## src/rtl/fpu_req_arbiter.sv

```systemverilog
// Purpose: shares one FPU among NUM_REQS requesters with round-robin grant, tag allocation, per-requester credits and response routing by tag.
// Latency: zero-cycle request and response paths (combinational from registered state); pool, credit and pointer updates land on the next clock.
// Backpressure: an FPU stall locks grant/tag/data until accepted; capped requesters and an empty pool are skipped; responses wait on the owner's rsp_ready.
module fpu_req_arbiter #(
  parameter int NUM_REQS    = 4,
  parameter int REQ_DATAW   = 64,
  parameter int RSP_DATAW   = 64,
  parameter int TAG_WIDTH   = 3,
  parameter int REQ_CREDITS = 4
) (
  input  logic                          clk,
  input  logic                          reset,
  input  logic [NUM_REQS-1:0]           req_valid,
  input  logic [NUM_REQS*REQ_DATAW-1:0] req_data,
  output logic [NUM_REQS-1:0]           req_ready,
  output logic                          fpu_req_valid,
  output logic [REQ_DATAW-1:0]          fpu_req_data,
  output logic [TAG_WIDTH-1:0]          fpu_req_tag,
  input  logic                          fpu_req_ready,
  input  logic                          fpu_rsp_valid,
  input  logic [TAG_WIDTH-1:0]          fpu_rsp_tag,
  input  logic [RSP_DATAW-1:0]          fpu_rsp_data,
  output logic                          fpu_rsp_ready,
  output logic [NUM_REQS-1:0]           rsp_valid,
  output logic [RSP_DATAW-1:0]          rsp_data,
  input  logic [NUM_REQS-1:0]           rsp_ready,
  output logic [TAG_WIDTH:0]            outstanding,
  output logic                          idle,
  output logic                          tag_err
);

  localparam int NTAGS = 1 << TAG_WIDTH;
  localparam int IDW   = (NUM_REQS > 1) ? $clog2(NUM_REQS) : 1;
  localparam int CRW   = $clog2(REQ_CREDITS + 1);

  localparam logic [0:0]       S_IDLE   = 1'b0;
  localparam logic [0:0]       S_HOLD   = 1'b1;
  localparam logic [IDW-1:0]   LAST_ID  = IDW'(NUM_REQS - 1);
  localparam logic [CRW-1:0]   CRED_MAX = CRW'(REQ_CREDITS);
  localparam logic [CRW-1:0]   CRED_ONE = CRW'(1);
  localparam logic [TAG_WIDTH:0] CNT_ONE = (TAG_WIDTH+1)'(1);

  // Registered state
  logic [NTAGS-1:0]     r_free_mask;
  logic [IDW-1:0]       r_owner [NTAGS];
  logic [CRW-1:0]       r_credit [NUM_REQS];
  logic [IDW-1:0]       r_rr_ptr;
  logic [0:0]           r_state;
  logic [IDW-1:0]       r_hold_id;
  logic [TAG_WIDTH-1:0] r_hold_tag;
  logic                 r_tag_err;
  logic [TAG_WIDTH:0]   r_outstanding;

  // Combinational nets
  logic [REQ_DATAW-1:0] w_req_dat [NUM_REQS];
  logic [NUM_REQS-1:0]  w_elig;
  logic [IDW-1:0]       w_idx;
  logic [IDW-1:0]       w_rr_grant;
  logic                 w_rr_found;
  logic [TAG_WIDTH-1:0] w_free_tag;
  logic [IDW-1:0]       w_grant;
  logic [TAG_WIDTH-1:0] w_tag;
  logic                 w_req_vld;
  logic                 w_issue;
  logic                 w_rsp_alloc;
  logic [IDW-1:0]       w_rsp_owner;
  logic                 w_rsp_fire;
  logic                 w_rsp_bad;
  logic [NTAGS-1:0]     w_free_nxt;
  logic [TAG_WIDTH:0]   w_used_nxt;
  logic [NUM_REQS-1:0]  w_cr_inc;
  logic [NUM_REQS-1:0]  w_cr_dec;

  genvar g;
  generate
    for (g = 0; g < NUM_REQS; g++) begin : g_unpack
      assign w_req_dat[g] = req_data[g*REQ_DATAW +: REQ_DATAW];
    end
  endgenerate

  // A requester may compete only with a free credit and a free tag in the pool
  always_comb begin
    w_elig = '0;
    for (int i = 0; i < NUM_REQS; i++) begin
      w_elig[i] = req_valid[i] && (r_credit[i] < CRED_MAX) && (|r_free_mask);
    end
  end

  // Round-robin search: first eligible requester at or after r_rr_ptr, wrapping
  always_comb begin
    w_rr_grant = '0;
    w_rr_found = 1'b0;
    w_idx      = '0;
    for (int k = 0; k < NUM_REQS; k++) begin
      w_idx = IDW'((int'(r_rr_ptr) + k) % NUM_REQS);
      if (!w_rr_found && w_elig[w_idx]) begin
        w_rr_found = 1'b1;
        w_rr_grant = w_idx;
      end
    end
  end

  // Lowest free tag of the registered pool (a same-cycle release is not visible here)
  always_comb begin
    w_free_tag = '0;
    for (int t = NTAGS - 1; t >= 0; t--) begin
      if (r_free_mask[t]) w_free_tag = TAG_WIDTH'(t);
    end
  end

  // HOLD replays the latched grant and tag so the FPU sees a stable request
  always_comb begin
    w_grant   = (r_state == S_HOLD) ? r_hold_id  : w_rr_grant;
    w_tag     = (r_state == S_HOLD) ? r_hold_tag : w_free_tag;
    w_req_vld = (r_state == S_HOLD) ? 1'b1       : w_rr_found;
  end

  // Request-side outputs; reset forces them quiet regardless of requester inputs
  always_comb begin
    fpu_req_valid = reset && w_req_vld;
    fpu_req_tag   = w_tag;
    fpu_req_data  = w_req_dat[w_grant];
    req_ready     = '0;
    if (fpu_req_valid) req_ready[w_grant] = fpu_req_ready;
    w_issue       = fpu_req_valid && fpu_req_ready;
  end

  // Response routing by tag owner; unallocated tags are swallowed and flagged
  always_comb begin
    w_rsp_alloc   = !r_free_mask[fpu_rsp_tag];
    w_rsp_owner   = r_owner[fpu_rsp_tag];
    fpu_rsp_ready = reset && (w_rsp_alloc ? rsp_ready[w_rsp_owner] : 1'b1);
    rsp_valid     = '0;
    if (reset && w_rsp_alloc && fpu_rsp_valid) rsp_valid[w_rsp_owner] = 1'b1;
    rsp_data      = fpu_rsp_data;
    w_rsp_fire    = fpu_rsp_valid && fpu_rsp_ready && w_rsp_alloc;
    w_rsp_bad     = fpu_rsp_valid && !w_rsp_alloc;
  end

  // Next pool state: issue and release never touch the same tag (one is free, one allocated)
  always_comb begin
    w_free_nxt = r_free_mask;
    if (w_issue)    w_free_nxt[w_tag]       = 1'b0;
    if (w_rsp_fire) w_free_nxt[fpu_rsp_tag] = 1'b1;
    w_used_nxt = '0;
    for (int t = 0; t < NTAGS; t++) begin
      if (!w_free_nxt[t]) w_used_nxt = w_used_nxt + CNT_ONE;
    end
  end

  // Per-requester credit take (issue) and return (response)
  always_comb begin
    w_cr_inc = '0;
    w_cr_dec = '0;
    for (int i = 0; i < NUM_REQS; i++) begin
      w_cr_inc[i] = w_issue    && (w_grant     == IDW'(i));
      w_cr_dec[i] = w_rsp_fire && (w_rsp_owner == IDW'(i));
    end
  end

  // Tag pool, ownership and occupancy count
  always_ff @(posedge clk or negedge reset) begin
    if (!reset) begin
      r_free_mask   <= '1;
      r_outstanding <= '0;
      for (int t = 0; t < NTAGS; t++) r_owner[t] <= '0;
    end else begin
      r_free_mask   <= w_free_nxt;
      r_outstanding <= w_used_nxt;
      if (w_issue) r_owner[w_tag] <= w_grant;
    end
  end

  // Credits: simultaneous take and return on one requester cancel out
  always_ff @(posedge clk or negedge reset) begin
    if (!reset) begin
      for (int i = 0; i < NUM_REQS; i++) r_credit[i] <= '0;
    end else begin
      for (int i = 0; i < NUM_REQS; i++) begin
        case ({w_cr_inc[i], w_cr_dec[i]})
          2'b10:   r_credit[i] <= r_credit[i] + CRED_ONE;
          2'b01:   r_credit[i] <= r_credit[i] - CRED_ONE;
          default: r_credit[i] <= r_credit[i];
        endcase
      end
    end
  end

  // Round-robin pointer moves past the requester that just issued
  always_ff @(posedge clk or negedge reset) begin
    if (!reset) begin
      r_rr_ptr <= '0;
    end else if (w_issue) begin
      r_rr_ptr <= (w_grant == LAST_ID) ? '0 : w_grant + IDW'(1);
    end
  end

  // IDLE/HOLD FSM: a stalled grant is locked until the FPU accepts it
  always_ff @(posedge clk or negedge reset) begin
    if (!reset) begin
      r_state    <= S_IDLE;
      r_hold_id  <= '0;
      r_hold_tag <= '0;
    end else begin
      case (r_state)
        S_IDLE: begin
          if (fpu_req_valid && !fpu_req_ready) begin
            r_state    <= S_HOLD;
            r_hold_id  <= w_grant;
            r_hold_tag <= w_tag;
          end
        end
        S_HOLD: begin
          if (fpu_req_ready) r_state <= S_IDLE;
        end
        default: r_state <= S_IDLE;
      endcase
    end
  end

  // Sticky flag for responses carrying a tag nobody owns
  always_ff @(posedge clk or negedge reset) begin
    if (!reset) begin
      r_tag_err <= 1'b0;
    end else if (w_rsp_bad) begin
      r_tag_err <= 1'b1;
    end
  end

  assign outstanding = r_outstanding;
  assign idle        = (r_outstanding == '0) && (r_state == S_IDLE);
  assign tag_err     = r_tag_err;

endmodule

```

## config.mk

```make
export PLATFORM = sky130hd
export DESIGN_NAME = fpu_req_arbiter
export DESIGN_NICKNAME = d
export VERILOG_FILES = /design/src/rtl/fpu_req_arbiter.sv
export SDC_FILE = /design/constraint.sdc
export NUM_CORES = 1
export LEC_CHECK = 0
export BUFFER_PORTS_ARGS = -buffer_cell sky130_fd_sc_hd__clkbuf_2
export CORE_AREA = 8 8 181 183
export CTS_BUF_LIST = sky130_fd_sc_hd__clkbuf_8 sky130_fd_sc_hd__clkbuf_16
export CTS_CLUSTER_DIAMETER = 80
export CTS_CLUSTER_SIZE = 24
export DETAILED_ROUTE_END_ITERATION = 10
export DIE_AREA = 0 0 189 191
export PLACE_DENSITY = 0.52
export REMOVE_ABC_BUFFERS = 1
export SKIP_LAST_GASP = 1
export SLEW_MARGIN = 10
export SYNTH_ARGS = -nofsm -noshare
export SYNTH_HDL_FRONTEND = slang
export SYNTH_SLANG_ARGS = --single-unit
```

## constraint.sdc

```tcl
create_clock -name clk -period 10.1 [get_ports clk]
set_input_delay 2.525 -clock clk [delete_from_list [all_inputs] [get_ports clk]]
set_output_delay 2.525 -clock clk [all_outputs]
set_load 0.01 [all_outputs]
```

# Word-level counts from Yosys, hierarchy flattened
# Cells that the tools add are included.
classes:
  n_bitwise: 8
  add_sub_neg: 19
  n_eq_ne: 14
  magnitude_cmp: 20
  n_mux: 69
  n_reduce_logical: 48
ops:
  columns: ["cell", "n"]
  rows:
  - ["64-bit binary-select mux with 2-bit select", 1]
  - ["64-bit 2-to-1 mux", 2]
  - ["4-bit 2-to-1 mux", 9]
  - ["1-bit logical AND", 34]
  - ["4-bit by 1-bit adder with 4-bit output, second input constant", 7]
  - ["3-bit 2-to-1 mux", 9]
  - ["3-bit one-hot mux with 2 select lines", 4]
  - ["1-bit 2-to-1 mux", 19]
  - ["2-bit by 3-bit less-than comparator with 1-bit output, second input constant", 6]
  - ["2-bit 2-to-1 mux", 9]
  - ["16-bit bitwise mux", 1]
  - ["2-bit equality test, second input constant", 8]
  - ["8-bit 2-to-1 mux", 2]
  - ["3-bit by 1-bit adder with 3-bit output, second input constant", 4]
  - ["2-bit by 1-bit equality test with 1-bit output, second input constant", 6]
  - ["3-bit less-than comparator, second input constant", 4]
  - ["3-bit by 1-bit subtractor with 3-bit output, second input constant", 4]
  - ["1-bit binary-select mux with 2-bit select", 5]
  - ["8-bit bitwise AND", 1]
  - ["4-bit greater-or-equal comparator, second input constant", 2]
  - ["3-bit by 4-bit less-than comparator with 1-bit output, second input constant", 2]
  - ["3-bit NOT with 4-bit output", 2]
  - ["8-bit NOT", 1]
  - ["8-bit OR", 1]
  - ["21 further kinds", 35]
word_totals:
  in_bits: 335
  register_bits: 49

# Longest topological paths before layout
logic_depth:
  depth_word: 36
  ltp_mapped: 24
  depth_no_buf: 23

# Worst setup path after synthesis
# Ideal clock, no wire load.
synth_timing:
  path_kind: "input to register"
  startpoint: "input fpu_rsp_tag[1]"
  endpoint: "register r_outstanding[3] (netlist: outstanding[3])"
  stages: 22
  t_arrival_ns: 7.755
  t_required_ns: 9.973
  slack_ns: 2.219
  path_buffers: 2
  setup_ns: 0.127
  cell_sequence: "buf_6 mux4_2 mux2i_4 mux2i_1 o22ai_4 a22o_1 inv_1 ha_1 buf_1 xnor2_4 inv_1 ha_1 xnor3_1 a32oi_1 o21ai_0 ha_1 o221ai_1 xnor3_1 xor2_1 or4_1 a22oi_1 xnor2_1"
synth_between:
  elab_chain_len: 26
  elab_cells_between_ends: 35
  classes_between: "add/sub (7); order compare (2); mux (19); bitwise (2); reduce/logical (5)"
synth_lines:
  columns: ["element", "line", "source"]
  rows:
  - ["from (decl)", "21", "input logic [TAG_WIDTH-1:0] fpu_rsp_tag,"]
  - ["3-bit NOT with 4-bit output (implied by the code)", "131", "w_rsp_owner = r_owner[fpu_rsp_tag];"]
  - ["2-bit binary-select mux with 3-bit select", "131", null]
  - ["2-bit 2-to-1 mux (implied by the code) (2 in a row)", "131", null]
  - ["1-bit binary-select mux with 2-bit select", "132", "fpu_rsp_ready = reset && (w_rsp_alloc ? rsp_ready[w_rsp_owner] : 1'b1);"]
  - ["1-bit 2-to-1 mux (implied by the code)", "132", null]
  - ["1-bit 2-to-1 mux", "132", null]
  - ["1-bit logical AND", "132", null]
  - ["1-bit logical AND (2 in a row)", "136", "w_rsp_fire = fpu_rsp_valid && fpu_rsp_ready && w_rsp_alloc;"]
  - ["(+1 left out)", null, null]
  - ["net w_free_nxt[0]", "69", "logic [NTAGS-1:0] w_free_nxt;"]
  - ["(+8 left out)", null, null]
  - ["4-bit 2-to-1 mux (*)", "147", "if (!w_free_nxt[t]) w_used_nxt = w_used_nxt + CNT_ONE;"]
  - ["4-bit by 1-bit adder with 4-bit output", "147", null]
  - ["4-bit 2-to-1 mux (*)", "147", null]
  - ["4-bit by 1-bit adder with 4-bit output", "147", null]
  - ["4-bit 2-to-1 mux (*)", "147", null]
  - ["4-bit by 1-bit adder with 4-bit output", "147", null]
  - ["4-bit 2-to-1 mux (*)", "147", null]
  - ["net w_used_nxt[3]", "70", "logic [TAG_WIDTH:0] w_used_nxt;"]
  - ["to (signal assigned)", "169", "r_outstanding <= w_used_nxt;"]
  - ["to (decl)", "52", "logic [TAG_WIDTH:0] r_outstanding;"]
# The timed path passes the listed nets; every way through them passes the cells marked *. The select of a mux whose other input is x is not followed.
# A chain may end at the register's enable or synchronous reset.

# Worst setup path after layout
# Same ends and word-level chain as after synthesis.

==> results <==
- The max-slew violation total from the final report is 0.
- The fraction of final layout cells with drive strength greater than 1 is 36.71%.
- For this run, the slowest stage of the critical path takes 580 ps.
- The post-synthesis average cell area is 6.929 µm².
- The required time of the critical path is 10280 ps.
- Static timing analysis puts the maximum clock frequency at 0.1219 GHz.
- At the end of the flow, the number of nets in the layout was 1467.
- The number of iterations in the first detailed-routing pass is 5.
- The number of fill cells in the layout is 3374.
- The critical path start-end classification is primary input to register.
- The maximum number of buffers from clock root to sink is 2.
- Once detailed placement completed, the half-perimeter wirelength came to 34220 µm.
- The register bit count reported by yosys is 49.
- The count of different cell masters after synthesis is 69.
- The wire length of the first global-routing pass is 53680 µm.
- The post-route cell area is 7814 µm².
- The highest net fanout along the worst path is 10.
- The first routing iteration left 407 violations.
- The critical path's top delay family is XOR/XNOR gates.
- Counting the buffers created by CTS gives 5.
- After floorplanning, the core was sized to cover 30030 µm².
- The transition time of the tightest slew-check pin is 888.0 ps.
- The number of buffers and inverters on the critical path is 3.
- The power share of the combinational group is 81.1%.
- The TritonCTS clock tree is built.
- Of the total power, registers draw 12.1%.
- The area of the die is 36100 µm².
- The congestion estimate from routability-driven global placement came to 0.8989.
- In this run the remaining antenna-violating nets after routing total 0.
- The flow ran to the end, and the final reports show no timing, DRC or antenna violations.
- Summed over all nets, the switching power comes to 1.653 mW.
- For the worst flop-to-flop path, the logic depth is 21.
- The cell leakage power is 4.134 nW.
- The total length of routed wires is 39140 µm.
- The shortest clock period the worst path allows after layout is 8204 ps.
- The area growth from synthesis to layout is 30.38%.
- The startpoint kind of the worst setup timing path is a primary input.
- Setup violations remaining at the end of the flow were counted as 0.
- For this run, the total global-route usage over all layers was measured as 20.56%.
- Global routing finished with a remaining overflow of 0.
- The share of synthesized flip-flops with an asynchronous set or reset is 100.0%.
- The placement row count is 64.
- Entering global routing, the biggest net connects 131 pins.
- The arrival time of data at the critical path endpoint is 8380 ps.
- The count of buffers inserted at the top-level ports is 353.
- The count of boundary I/O pins is 482.
- The share of total power dissipated in the clock network is 6.8%.
- On the critical path, the stage with the largest delay is an instance of mux4_2.
- At the later pin of the worst-skew pair, clock insertion delay measures 290 ps.
- The pre-CTS setup slack is 1593 ps.
- The hold-fix buffer count after cts is 0.
- The effective utilization at floorplan is 19.96%.
- The total number of cells along the worst setup path is 21.
- The critical path capture point type is a register.
- In the final routed layout, each cell accounts on average for 25.90 µm.
- The number of setup buffers added after CTS is 0.
- The average vias per placed instance is 4.715.
- Setup repair after global routing left no endpoint under its margin.
- Headroom to the max-slew limit came out at 40.80%.
- The clock transition at the registers of the reported paths is 60 ps.
- CTS placed an instance of clkbuf_16 at the clock tree root.
- Of the available clock period, the critical path in the final layout requires 81.23%.
- The Yosys step of the flow raised 0 warnings.
- For this run, design rule violations remaining after detail routing come to 0.
- The number of global-route vias before repair is 7160.
- The post-CTS resize count is 0.
- In this run the number of H-tree levels came out at 2.
- The cell-internal power is 1.548 mW.
- In this run, synthesis inferred 0 flip-flops with an integrated enable.
- From bottom edge to top edge, the die measures 191 µm.
- The max-cap violation count is 0.
- The path class of the tightest hold or removal check is register to register.
- The TritonCTS sink count is 49.
- The initial antenna violation count came to 3.
- The final critical-path setup slack is 1896 ps.
- Power spread over the standard cell area amounts to 409.6 nW/µm².
- The critical path goes through clkbuf_2, mux4_2, mux2i_4, mux2i_1, o22ai_4, a22o_1, inv_1, ha_1, xnor2_4, inv_1, ha_1, xnor3_1, a32oi_1, o21ai_0, ha_1, o221ai_1, xnor3_1, xor2_1, or4_1, a22oi_1, xnor2_1.
- Of the synthesized area, sequential elements account for 20.63%.
- The number of failing hold endpoints at the final stage came to 0.
- The synthesized area is 5993 µm².
- Net switching is 51.64% of the power.
- Between clock sinks in the finished design, the worst skew comes to 5.172 ps.
- Counting instances, the worst hold path has a depth of 1.
- The most common cell type on the critical path is ha_1.
- Among all flip-flop cells after synthesis, the most frequent one is dfrtp_1.
- Counting every instance in the synthesized netlist gives 865.
- The total number of vias is 7125.
- The width of the die is 189 µm.
- Once placement finished, the instance area stood at 7621 µm².
- VDD sags by at most 222.8 µV.
## Yosys cell counts (4+ instances only)
cell	number	area [µm²]
a21oi_1	16	80.08
a22o_1	4	35.03
a31oi_1	64	400.4
and2_1	8	50.05
and3_1	65	406.6
buf_4	65	488.0
clkbuf_1	47	176.4
dfrtp_1	41	1026
dfstp_2	8	210.2
fa_1	4	80.08
ha_1	15	187.7
inv_1	35	131.4
mux2_2	7	78.83
mux2i_1	10	100.1
mux4_2	4	90.09
nand2_1	291	1092
nand2b_1	7	43.79
nor2_1	29	108.9
nor2b_1	11	68.82
nor3_1	5	25.02
o211ai_1	5	37.54
o21a_1	5	37.54
o21ai_0	22	110.1
o41ai_1	4	35.03
or2_2	4	25.02
or3_1	4	25.02
xnor2_1	14	122.6
xor2_1	11	96.34
## layout make-up
type | count | area, µm² | share of cell area (%)
well taps | 396 | 495.5 | 6.341
inverters | 36 | 138.9 | 1.777
clock buffers | 5 | 125.1 | 1.601
multi-input cells | 661 | 3919 | 50.15
diodes | 1 | 2.502 | 0.03203
clock inverters | 3 | 65.06 | 0.8327
flip-flops and latches | 49 | 1236 | 15.82
repair buffers | 360 | 1832 | 23.44
## flip-flops by register name, indices dropped and copies added (netlist names)
register,cells
r_hold_tag,3
r_owner,16
r_rr_ptr,2
tag_err,1
r_free_mask,8
r_credit,12
r_hold_id,2
outstanding,4
r_state,1
## cells in the final DEF (no fill, tap or decap), types with 8 or more instances in the layout
cell	n
ha_1	15
nor2_1	29
a31oi_1	64
xnor2_1	14
nor2b_1	11
dfrtp_1	41
dfstp_2	8
nand2_1	291
mux2i_1	10
xor2_1	11
a21oi_1	16
inv_1	33
and3_1	65
o21ai_0	22
clkbuf_2	353
and2_1	8
## final timing paths
| path | end | slack, ps | startpoint |
|---|---|---|---|
| setup / recovery | outstanding[3] | 1900 | fpu_rsp_tag[1] |
| setup reg to reg | outstanding[3] | 3970 | r_free_mask[7] |
| hold reg to reg | tag_err | 470 | tag_err |
| hold / removal | tag_err | 470 | tag_err |
| min in group asynchronous | r_credit[5] | 2340 | reset |
| max in group asynchronous | r_free_mask[5] | 6890 | reset |
## metrics by stage
| step | hold WS [ps] | setup TNS, ps | total power [mW] | utilization, % | cells |
|---|---|---|---|---|---|
| floorplan | 442.3 | -1066450 | 2.268 | - | 746 |
| global placement | 440.5 | 0 | 2.986 | 25.38 | 1502 |
| detailed placement | 450.9 | 0 | 2.980 | 25.38 | 1502 |
| CTS | 463.2 | 0 | 3.224 | 26.01 | 1510 |
| global route | 489.7 | 0 | 3.505 | 26.01 | 1510 |
| finish | 467.4 | 0 | 3.201 | 26.02 | 1511 |
## layer usage
metal  routed length [µm]  track usage, %  vias up
met5                    0               0        -
met3                 7607           17.22       25
met2                17700           33.48      443
li1                     -               -     3360
met4                  870           4.480        0
met1                12970           19.84     3297
## kinds of logic after synthesis
| family | after synthesis | synth area share (%) |
|---|---|---|
| and+or+nand+nor | 437 | 32.23 |
| buffers and inverters | 155 | 14.24 |
| AOI/OAI and AO/OA | 150 | 17.04 |
| DFF | 49 | 20.63 |
| xor gates and xnor gates | 33 | 6.534 |
| muxes | 22 | 4.864 |
| adders and majority gates | 19 | 4.468 |
## power groups by stage
| stage | clock (mW) | combinational [mW] | sequential (mW) |
|---|---|---|---|
| 2_1_floorplan | 0 | 1.90 | 0.364 |
| 3_5_place_dp | 0 | 2.59 | 0.389 |
| 6_report | 0.218 | 2.60 | 0.388 |
| 3_3_place_gp | 0 | 2.60 | 0.389 |
| 4_1_cts | 0.222 | 2.62 | 0.386 |
| 5_1_grt | 0.228 | 2.88 | 0.399 |
Note: power is estimated with default switching activity, not from simulation.
